$ cat src/rtl/forward_scoreboard_if.sv
// Operand-forwarding scoreboard bus: issue info, source addresses, forward selects and hazard stall.
interface forward_scoreboard_if #(
    parameter int unsigned REG_ADDR_W = 5,
    parameter int unsigned NUM_READ   = 2,
    parameter int unsigned SEL_W      = 2
);
    localparam int unsigned CNT_W = 16;

    logic                           issue_valid;
    logic                           issue_regwrite;
    logic                           issue_is_load;
    logic [REG_ADDR_W-1:0]          issue_wreg;
    logic [NUM_READ*REG_ADDR_W-1:0] rd_addr;
    logic                           stall_in;
    logic                           flush;
    logic [NUM_READ*SEL_W-1:0]      fwd_sel;
    logic                           stall;
    logic [CNT_W-1:0]               stall_cnt;

    modport master (
        output issue_valid, issue_regwrite, issue_is_load, issue_wreg,
        output rd_addr, stall_in, flush,
        input  fwd_sel, stall, stall_cnt
    );

    modport slave (
        input  issue_valid, issue_regwrite, issue_is_load, issue_wreg,
        input  rd_addr, stall_in, flush,
        output fwd_sel, stall, stall_cnt
    );
endinterface

$ cat src/rtl/forward_scoreboard.sv
// Operand-forwarding and load-use hazard unit tracking DEPTH in-flight destinations.
// Optional stall-cycle counter enabled by defining FORWARD_SCOREBOARD_STALL_CNT_EN.
module forward_scoreboard #(
    parameter int unsigned REG_ADDR_W = 5,
    parameter int unsigned DEPTH      = 3,
    parameter int unsigned NUM_READ   = 2,
    parameter int unsigned LOAD_READY = 2,
    parameter int unsigned SEL_W      = 2
) (
    input  logic                 clk,
    input  logic                 reset,
    forward_scoreboard_if.slave  bus
);
    localparam int unsigned CNT_W = 16;

    typedef struct packed {
        logic                  valid;
        logic                  regwrite;
        logic                  is_load;
        logic [REG_ADDR_W-1:0] wreg;
    } entry_t;

    entry_t                    entries [1:DEPTH];
    logic [NUM_READ-1:0]       hazard_c;
    logic [NUM_READ*SEL_W-1:0] fwd_sel_c;
    logic                      stall_c;

    // Youngest matching producer wins: scan oldest to youngest, later hits overwrite.
    always_comb begin : fwd_select
        logic [SEL_W-1:0]      sel;
        logic                  haz;
        logic [REG_ADDR_W-1:0] rd;
        fwd_sel_c = '0;
        hazard_c  = '0;
        sel       = '0;
        haz       = 1'b0;
        rd        = '0;
        for (int p = 0; p < int'(NUM_READ); p++) begin
            sel = '0;
            haz = 1'b0;
            rd  = bus.rd_addr[p*int'(REG_ADDR_W) +: REG_ADDR_W];
            for (int i = int'(DEPTH); i >= 1; i--) begin
                if (entries[i].valid && entries[i].regwrite &&
                    (entries[i].wreg != '0) && (entries[i].wreg == rd)) begin
                    sel = SEL_W'(i);
                    haz = entries[i].is_load && (i < int'(LOAD_READY));
                end
            end
            // Load data not yet available: the operand must wait, not forward.
            if (haz) begin
                sel = '0;
            end
            fwd_sel_c[p*int'(SEL_W) +: SEL_W] = sel;
            hazard_c[p]                       = haz;
        end
    end

    assign stall_c     = (|hazard_c) && !bus.stall_in;
    assign bus.fwd_sel = fwd_sel_c;
    assign bus.stall   = stall_c;

    // In-flight tracking shift register; entry 1 is the instruction now in EX.
    always_ff @(posedge clk or negedge reset) begin
        if (!reset) begin
            for (int i = 1; i <= int'(DEPTH); i++) begin
                entries[i] <= '0;
            end
        end else if (bus.stall_in) begin
            if (bus.flush) begin
                entries[1] <= '0;
            end
        end else begin
            for (int i = int'(DEPTH); i >= 2; i--) begin
                entries[i] <= entries[i-1];
            end
            if (stall_c || bus.flush || !bus.issue_valid) begin
                entries[1] <= '0;
            end else begin
                entries[1] <= '{valid:    1'b1,
                                regwrite: bus.issue_regwrite,
                                is_load:  bus.issue_is_load,
                                wreg:     bus.issue_wreg};
            end
        end
    end

`ifdef FORWARD_SCOREBOARD_STALL_CNT_EN
    logic [CNT_W-1:0] stall_cnt_q;

    // Saturating count of hazard stall cycles.
    always_ff @(posedge clk or negedge reset) begin
        if (!reset) begin
            stall_cnt_q <= '0;
        end else if (stall_c && (stall_cnt_q != {CNT_W{1'b1}})) begin
            stall_cnt_q <= stall_cnt_q + CNT_W'(1);
        end
    end

    assign bus.stall_cnt = stall_cnt_q;
`else
    assign bus.stall_cnt = CNT_W'(0);
`endif

endmodule

$ cat src/flat_wrapper.sv
// flat-port wrapper written by rule: the top's interface ports become plain ports
module forward_scoreboard_flat 
#(
    parameter int unsigned REG_ADDR_W = 5,
    parameter int unsigned DEPTH      = 3,
    parameter int unsigned NUM_READ   = 2,
    parameter int unsigned LOAD_READY = 2,
    parameter int unsigned SEL_W      = 2
)
  (clk, reset, bus_issue_valid, bus_issue_regwrite, bus_issue_is_load, bus_issue_wreg, bus_rd_addr, bus_stall_in, bus_flush, bus_fwd_sel, bus_stall, bus_stall_cnt);
  forward_scoreboard_if #(.REG_ADDR_W(REG_ADDR_W), .NUM_READ(NUM_READ), .SEL_W(SEL_W)) bus_i ();
  input  logic clk;
  input  logic reset;
  input wire logic [$bits(bus_i.issue_valid)-1:0] bus_issue_valid;
  input wire logic [$bits(bus_i.issue_regwrite)-1:0] bus_issue_regwrite;
  input wire logic [$bits(bus_i.issue_is_load)-1:0] bus_issue_is_load;
  input wire logic [$bits(bus_i.issue_wreg)-1:0] bus_issue_wreg;
  input wire logic [$bits(bus_i.rd_addr)-1:0] bus_rd_addr;
  input wire logic [$bits(bus_i.stall_in)-1:0] bus_stall_in;
  input wire logic [$bits(bus_i.flush)-1:0] bus_flush;
  output wire logic [$bits(bus_i.fwd_sel)-1:0] bus_fwd_sel;
  output wire logic [$bits(bus_i.stall)-1:0] bus_stall;
  output wire logic [$bits(bus_i.stall_cnt)-1:0] bus_stall_cnt;
  assign bus_i.issue_valid = bus_issue_valid;
  assign bus_i.issue_regwrite = bus_issue_regwrite;
  assign bus_i.issue_is_load = bus_issue_is_load;
  assign bus_i.issue_wreg = bus_issue_wreg;
  assign bus_i.rd_addr = bus_rd_addr;
  assign bus_i.stall_in = bus_stall_in;
  assign bus_i.flush = bus_flush;
  assign bus_fwd_sel = bus_i.fwd_sel;
  assign bus_stall = bus_i.stall;
  assign bus_stall_cnt = bus_i.stall_cnt;
  forward_scoreboard #(.REG_ADDR_W(REG_ADDR_W), .DEPTH(DEPTH), .NUM_READ(NUM_READ), .LOAD_READY(LOAD_READY), .SEL_W(SEL_W)) u_core (.clk(clk), .reset(reset), .bus(bus_i));
endmodule
$ cat config.mk
export PLATFORM = sky130hd
export DESIGN_NAME = forward_scoreboard_flat
export DESIGN_NICKNAME = d
export VERILOG_FILES = /design/src/rtl/forward_scoreboard_if.sv /design/src/rtl/forward_scoreboard.sv /design/src/flat_wrapper.sv
export SDC_FILE = /design/constraint.sdc
export NUM_CORES = 1
export LEC_CHECK = 0
export ABC_AREA = 0
export BUFFER_PORTS_ARGS = -buffer_cell sky130_fd_sc_hd__buf_2
export CAP_MARGIN = 10
export CORE_UTILIZATION = 45
export DETAILED_ROUTE_END_ITERATION = 6
export PLACE_DENSITY = 0.83
export SLEW_MARGIN = 30
export SYNTH_ARGS = -nofsm -noshare
export SYNTH_HDL_FRONTEND = slang
export SYNTH_SLANG_ARGS = --single-unit
$ cat constraint.sdc
create_clock -name clk -period 1.5 [get_ports clk]
set_input_delay 0.15 -clock clk [delete_from_list [all_inputs] [get_ports clk]]
set_output_delay 0.15 -clock clk [all_outputs]
set_load 0.1 [all_outputs]
==> impl_results.html <==
<table>
<tr><th>Metric</th><th>Value</th></tr>
<tr><th colspan="2">Cells and area</th></tr>
<tr><td>Register containing the most flip-flops in the final layout</td><td>u_core.entries</td></tr>
<tr><td>Number of flip-flops under the largest register name</td><td>22</td></tr>
<tr><td>Final-layout fill cell count</td><td>278</td></tr>
<tr><td>Fin nets</td><td>240</td></tr>
<tr><td>Largest registers ranked by flip-flop count</td><td>u_core.entries: 22 flops</td></tr>
<tr><td>Area grow syn2layout</td><td>37.8%</td></tr>
<tr><td>Final cell area excluding filler cells</td><td>0.00215 mm²</td></tr>
<tr><td>Diodes inserted</td><td>0</td></tr>
<tr><td>Final core utilization</td><td>0.644</td></tr>
<tr><td>Share of post-route cells with drive strength above 1</td><td>0.463</td></tr>
<tr><th colspan="2">Timing</th></tr>
<tr><td>Least-Margin Pin Slew</td><td>0.524 ns</td></tr>
<tr><td>Worst clock skew on the final layout</td><td>0.00683 ns</td></tr>
<tr><td>Highest attainable clock frequency</td><td>0.437 GHz</td></tr>
<tr><td>Final-layout worst hold slack</td><td>0.106 ns</td></tr>
<tr><td>Final period util</td><td>1.52</td></tr>
<tr><td>RSZ-0062 raised after global routing</td><td>yes</td></tr>
<tr><td>Number of failing setup endpoints in the final timing report</td><td>13</td></tr>
<tr><td>Setup TNS after final layout</td><td>-5.88 ns</td></tr>
<tr><td>Slew Viols, Final</td><td>0</td></tr>
<tr><td>Final hold violation count</td><td>0</td></tr>
<tr><td>Post-layout worst setup margin</td><td>-0.787 ns</td></tr>
<tr><td>Headroom to the max-slew limit</td><td>0.650</td></tr>
<tr><td>Final worst path period need</td><td>2.29 ns</td></tr>
<tr><th colspan="2">GRT</th></tr>
<tr><td>Met3 Track Usage GR</td><td>0.0213</td></tr>
<tr><td>Met1 global-route usage</td><td>0.265</td></tr>
<tr><td>Maximum number of pins on one net before global-route repair</td><td>23</td></tr>
<tr><td>Vias in the first global route</td><td>1200</td></tr>
<tr><td>Global-route met2 utilization</td><td>0.359</td></tr>
<tr><td>Antenna violations before repair</td><td>0</td></tr>
<tr><td>Layer with the highest usage after global routing</td><td>met2</td></tr>
<tr><td>Global Route Usage Sum</td><td>0.211</td></tr>
<tr><td>Wire length of the first global-routing pass</td><td>5580 µm</td></tr>
<tr><td>Final global-route overflow total</td><td>0</td></tr>
<tr><th colspan="2">Setup path</th></tr>
<tr><td>Critical path origin</td><td>u_core.entries[18]</td></tr>
<tr><td>Start-to-end type of the worst setup path</td><td>flop to primary output</td></tr>
<tr><td>Category of the worst setup path launch point</td><td>flop</td></tr>
<tr><td>Reg2reg end</td><td>u_core.entries[21]</td></tr>
<tr><td>Critical path's slowest cell</td><td>sky130_fd_sc_hd__or4_4</td></tr>
<tr><td>Delay of the slowest cell on the worst path</td><td>0.53 ns</td></tr>
<tr><td>Kind of capture point of the worst setup path</td><td>primary output</td></tr>
<tr><td>Logic depth of the worst register-to-register path</td><td>7</td></tr>
<tr><td>Crit-path cells</td><td>or4_4 -&gt; o211ai_1 -&gt; buf_4 -&gt; nor2_4 -&gt; mux2i_4 -&gt; buf_12</td></tr>
<tr><td>Origin of the critical flop-to-flop path</td><td>u_core.entries[18]</td></tr>
<tr><td>Biggest fanout along the worst timing path</td><td>3</td></tr>
<tr><td>Setup slack on the worst flop-to-flop path</td><td>-0.31 ns</td></tr>
<tr><td>Required time of the critical path</td><td>1.35 ns</td></tr>
<tr><td>Arrival time of the worst setup path</td><td>2.14 ns</td></tr>
<tr><th colspan="2">Worst hold path</th></tr>
<tr><td>Instance count along the most critical hold path</td><td>2</td></tr>
<tr><td>Endpoint of the worst hold-timing path</td><td>u_core.entries[23]</td></tr>
<tr><td>Worst hold start</td><td>bus_flush</td></tr>
<tr><td>Hold crit path type</td><td>input pin to flop</td></tr>
<tr><th colspan="2">Die</th></tr>
<tr><td>Die Outline Area</td><td>0.00371 mm²</td></tr>
<tr><td>Core region area</td><td>0.00334 mm²</td></tr>
<tr><td>Die W</td><td>60.9 µm</td></tr>
<tr><td>Effective utilization at floorplan</td><td>0.468</td></tr>
<tr><td>Number of core rows</td><td>21</td></tr>
<tr><td>I/O pin count</td><td>43</td></tr>
<tr><td>Die height</td><td>60.9 µm</td></tr>
<tr><th colspan="2">Status</th></tr>
<tr><td>Run status</td><td>finished with violations</td></tr>
<tr><td>Violated checks</td><td>DRC, setup timing</td></tr>
<tr><th colspan="2">Synth</th></tr>
<tr><td>Number of distinct library cell variants in the gate-level netlist after synthesis</td><td>27</td></tr>
<tr><td>Synthesized flop and latch total</td><td>22</td></tr>
<tr><td>Gate Count Post-Synth</td><td>151</td></tr>
<tr><td>Area of the mapped netlist</td><td>0.00156 mm²</td></tr>
<tr><td>Fraction of the yosys area taken by sequential cells</td><td>0.353</td></tr>
<tr><td>Number of synthesized flops with an enable pin</td><td>0</td></tr>
<tr><td>Primary FF master, synth</td><td>sky130_fd_sc_hd__dfrtp_1</td></tr>
<tr><td>Average footprint of a synthesized cell</td><td>10.3 µm²</td></tr>
<tr><td>Leading cell type by number of instances after synthesis</td><td>sky130_fd_sc_hd__dfrtp_1</td></tr>
<tr><td>Synth top area cells</td><td>sky130_fd_sc_hd__dfrtp_1, sky130_fd_sc_hd__mux2_2, sky130_fd_sc_hd__xor2_1, sky130_fd_sc_hd__buf_4, sky130_fd_sc_hd__xnor2_1</td></tr>
<tr><td>Yosys top cell area share</td><td>0.353</td></tr>
<tr><td>Most numerous cell types in the synthesized netlist</td><td>sky130_fd_sc_hd__dfrtp_1, sky130_fd_sc_hd__xor2_1, sky130_fd_sc_hd__buf_4</td></tr>
<tr><td>Number of warnings reported in the yosys synthesis log</td><td>0</td></tr>
<tr><td>Yosys top cell by area</td><td>sky130_fd_sc_hd__dfrtp_1</td></tr>
<tr><td>Async set or reset register ratio after synthesis</td><td>1.00</td></tr>
<tr><th colspan="2">Route</th></tr>
<tr><td>Number of vias after detailed routing</td><td>1328</td></tr>
<tr><td>Initial DRC count</td><td>58</td></tr>
<tr><td>Per-cell routed wire length</td><td>14.1 µm</td></tr>
<tr><td>Sum of routed wire length over all layers</td><td>3690 µm</td></tr>
<tr><td>Detailed-router iteration count before antenna repair</td><td>6</td></tr>
<tr><td>Total DRC errors in the routed layout</td><td>2</td></tr>
<tr><td>Vias per cell</td><td>5.07</td></tr>
<tr><td>Number of routed nets with antenna violations</td><td>0</td></tr>
<tr><th colspan="2">Power</th></tr>
<tr><td>Pwr/cell area</td><td>734 mW/mm²</td></tr>
<tr><td>Leakage power summed over all cells</td><td>1.04 nW</td></tr>
<tr><td>Maximum resistive drop on vdd</td><td>0.427 mV</td></tr>
<tr><th colspan="2">Clock network</th></tr>
<tr><td>Clock net sink count</td><td>22</td></tr>
<tr><td>Deepest clock path buffer count</td><td>2</td></tr>
<tr><td>Maximum level of the CTS H-tree</td><td>1</td></tr>
<tr><td>Library cell used as clock root buffer</td><td>sky130_fd_sc_hd__clkbuf_4</td></tr>
<tr><td>Inserted Clock Buffers</td><td>3</td></tr>
<tr><td>CTS tree</td><td>done</td></tr>
<tr><td>Clock latency at the later pin of the worst-skew pair</td><td>0.30 ns</td></tr>
<tr><td>Clock transition time at the flip-flop clock pins of the worst setup and hold paths</td><td>0.12 ns</td></tr>
<tr><th colspan="2">Placed design</th></tr>
<tr><td>Dpl cell area</td><td>0.00204 mm²</td></tr>
<tr><td>HPWL after DPL</td><td>2890 µm</td></tr>
<tr><td>Port-buffer cells</td><td>26</td></tr>
<tr><td>Routability cong.</td><td>0.887</td></tr>
<tr><th colspan="2">Run</th></tr>
<tr><td>Total of max-cap violations</td><td>0</td></tr>
</table>
[area by class of cell]
cell class / instances / area [µm²] / share of cell area
multi-input cells: 122 / 977 / 0.455
flip-flops and latches: 22 / 551 / 0.256
repair buffers: 69 / 542 / 0.252
well taps: 46 / 57.6 / 0.0268
clock buffers: 3 / 22.5 / 0.0105
[how the worst max path moves through the flow]
stage / endpoint / slack (ns) / cells after the start
3_5_place_dp: bus_fwd_sel[0] / -0.42 / 5
5_1_grt: bus_fwd_sel[0] / -0.87 / 6
4_1_cts: bus_fwd_sel[0] / -0.76 / 5
6_report: bus_fwd_sel[0] / -0.79 / 6
3_3_place_gp: bus_fwd_sel[0] / -0.35 / 5
2_1_floorplan: bus_fwd_sel[0] / -0.65 / 4
[what timing repair did]
| action | CTS | global route |
|---|---|---|
| hold buffers | 1 | 0 |
| pin swaps | 10 | 5 |
| hold endpoints to repair | 22 | 0 |
| buffers inserted | 1 | 4 |
| resized for setup | 1 | 8 |
| setup endpoints to repair | 13 | 13 |
[cells in the final DEF, fill, tap and decap left out, drive strengths merged, types with 6 or more instances in the layout]
master,count
a22oi,7
buf,68
conb,16
dfrtp,22
mux2,14
nand2,9
nand3,9
nor3,6
nor3b,7
xnor2,12
xor2,18
[power by group]
| group | internal [W] | switching [W] |
|---|---|---|
| Sequential | 0.000647 | 0.0000510 |
| Clock | 0.0000936 | 0.000166 |
| Combinational | 0.000244 | 0.000375 |
| Total | 0.000984 | 0.000592 |
[stage by stage]
step / worst slack, ns / power [W] / cells
5_1_grt: -0.874 / 0.00167 / 262
2_1_floorplan: -0.654 / 0.00113 / 166
4_1_cts: -0.760 / 0.00156 / 258
3_3_place_gp: -0.350 / 0.00129 / 253
3_5_place_dp: -0.425 / 0.00130 / 253
6_report: -0.787 / 0.00158 / 262
[metal layers]
layer / part of all wire / vias to the layer above
li1: - / 633
met1: 0.42 / 641
met2: 0.52 / 46
met3: 0.030 / 8
met4: 0.024 / 0
met5: 0 / -
[kinds of logic (layout without fill, tap and decap cells)]
group           Yosys count  after routing  share of synthesized area
other cells               1             16                    0.00240
flops                    22             22                      0.353
compound gates           14             14                     0.0842
mux                      16             16                      0.114
simple gates             46             46                      0.168
xor+xnor                 30             30                      0.168
buf+inv                  22             72                      0.111
[critical path: cells and delay by family (launching register included)]
family                 cells  cell delay, ns
AND/OR/NAND/NOR            2            0.58
flip-flops                 1            0.42
buffers and inverters      2            0.38
AO/OA/AOI/OAI              1            0.27
multiplexers               1            0.19
Power figures use the tool's default switching activity.
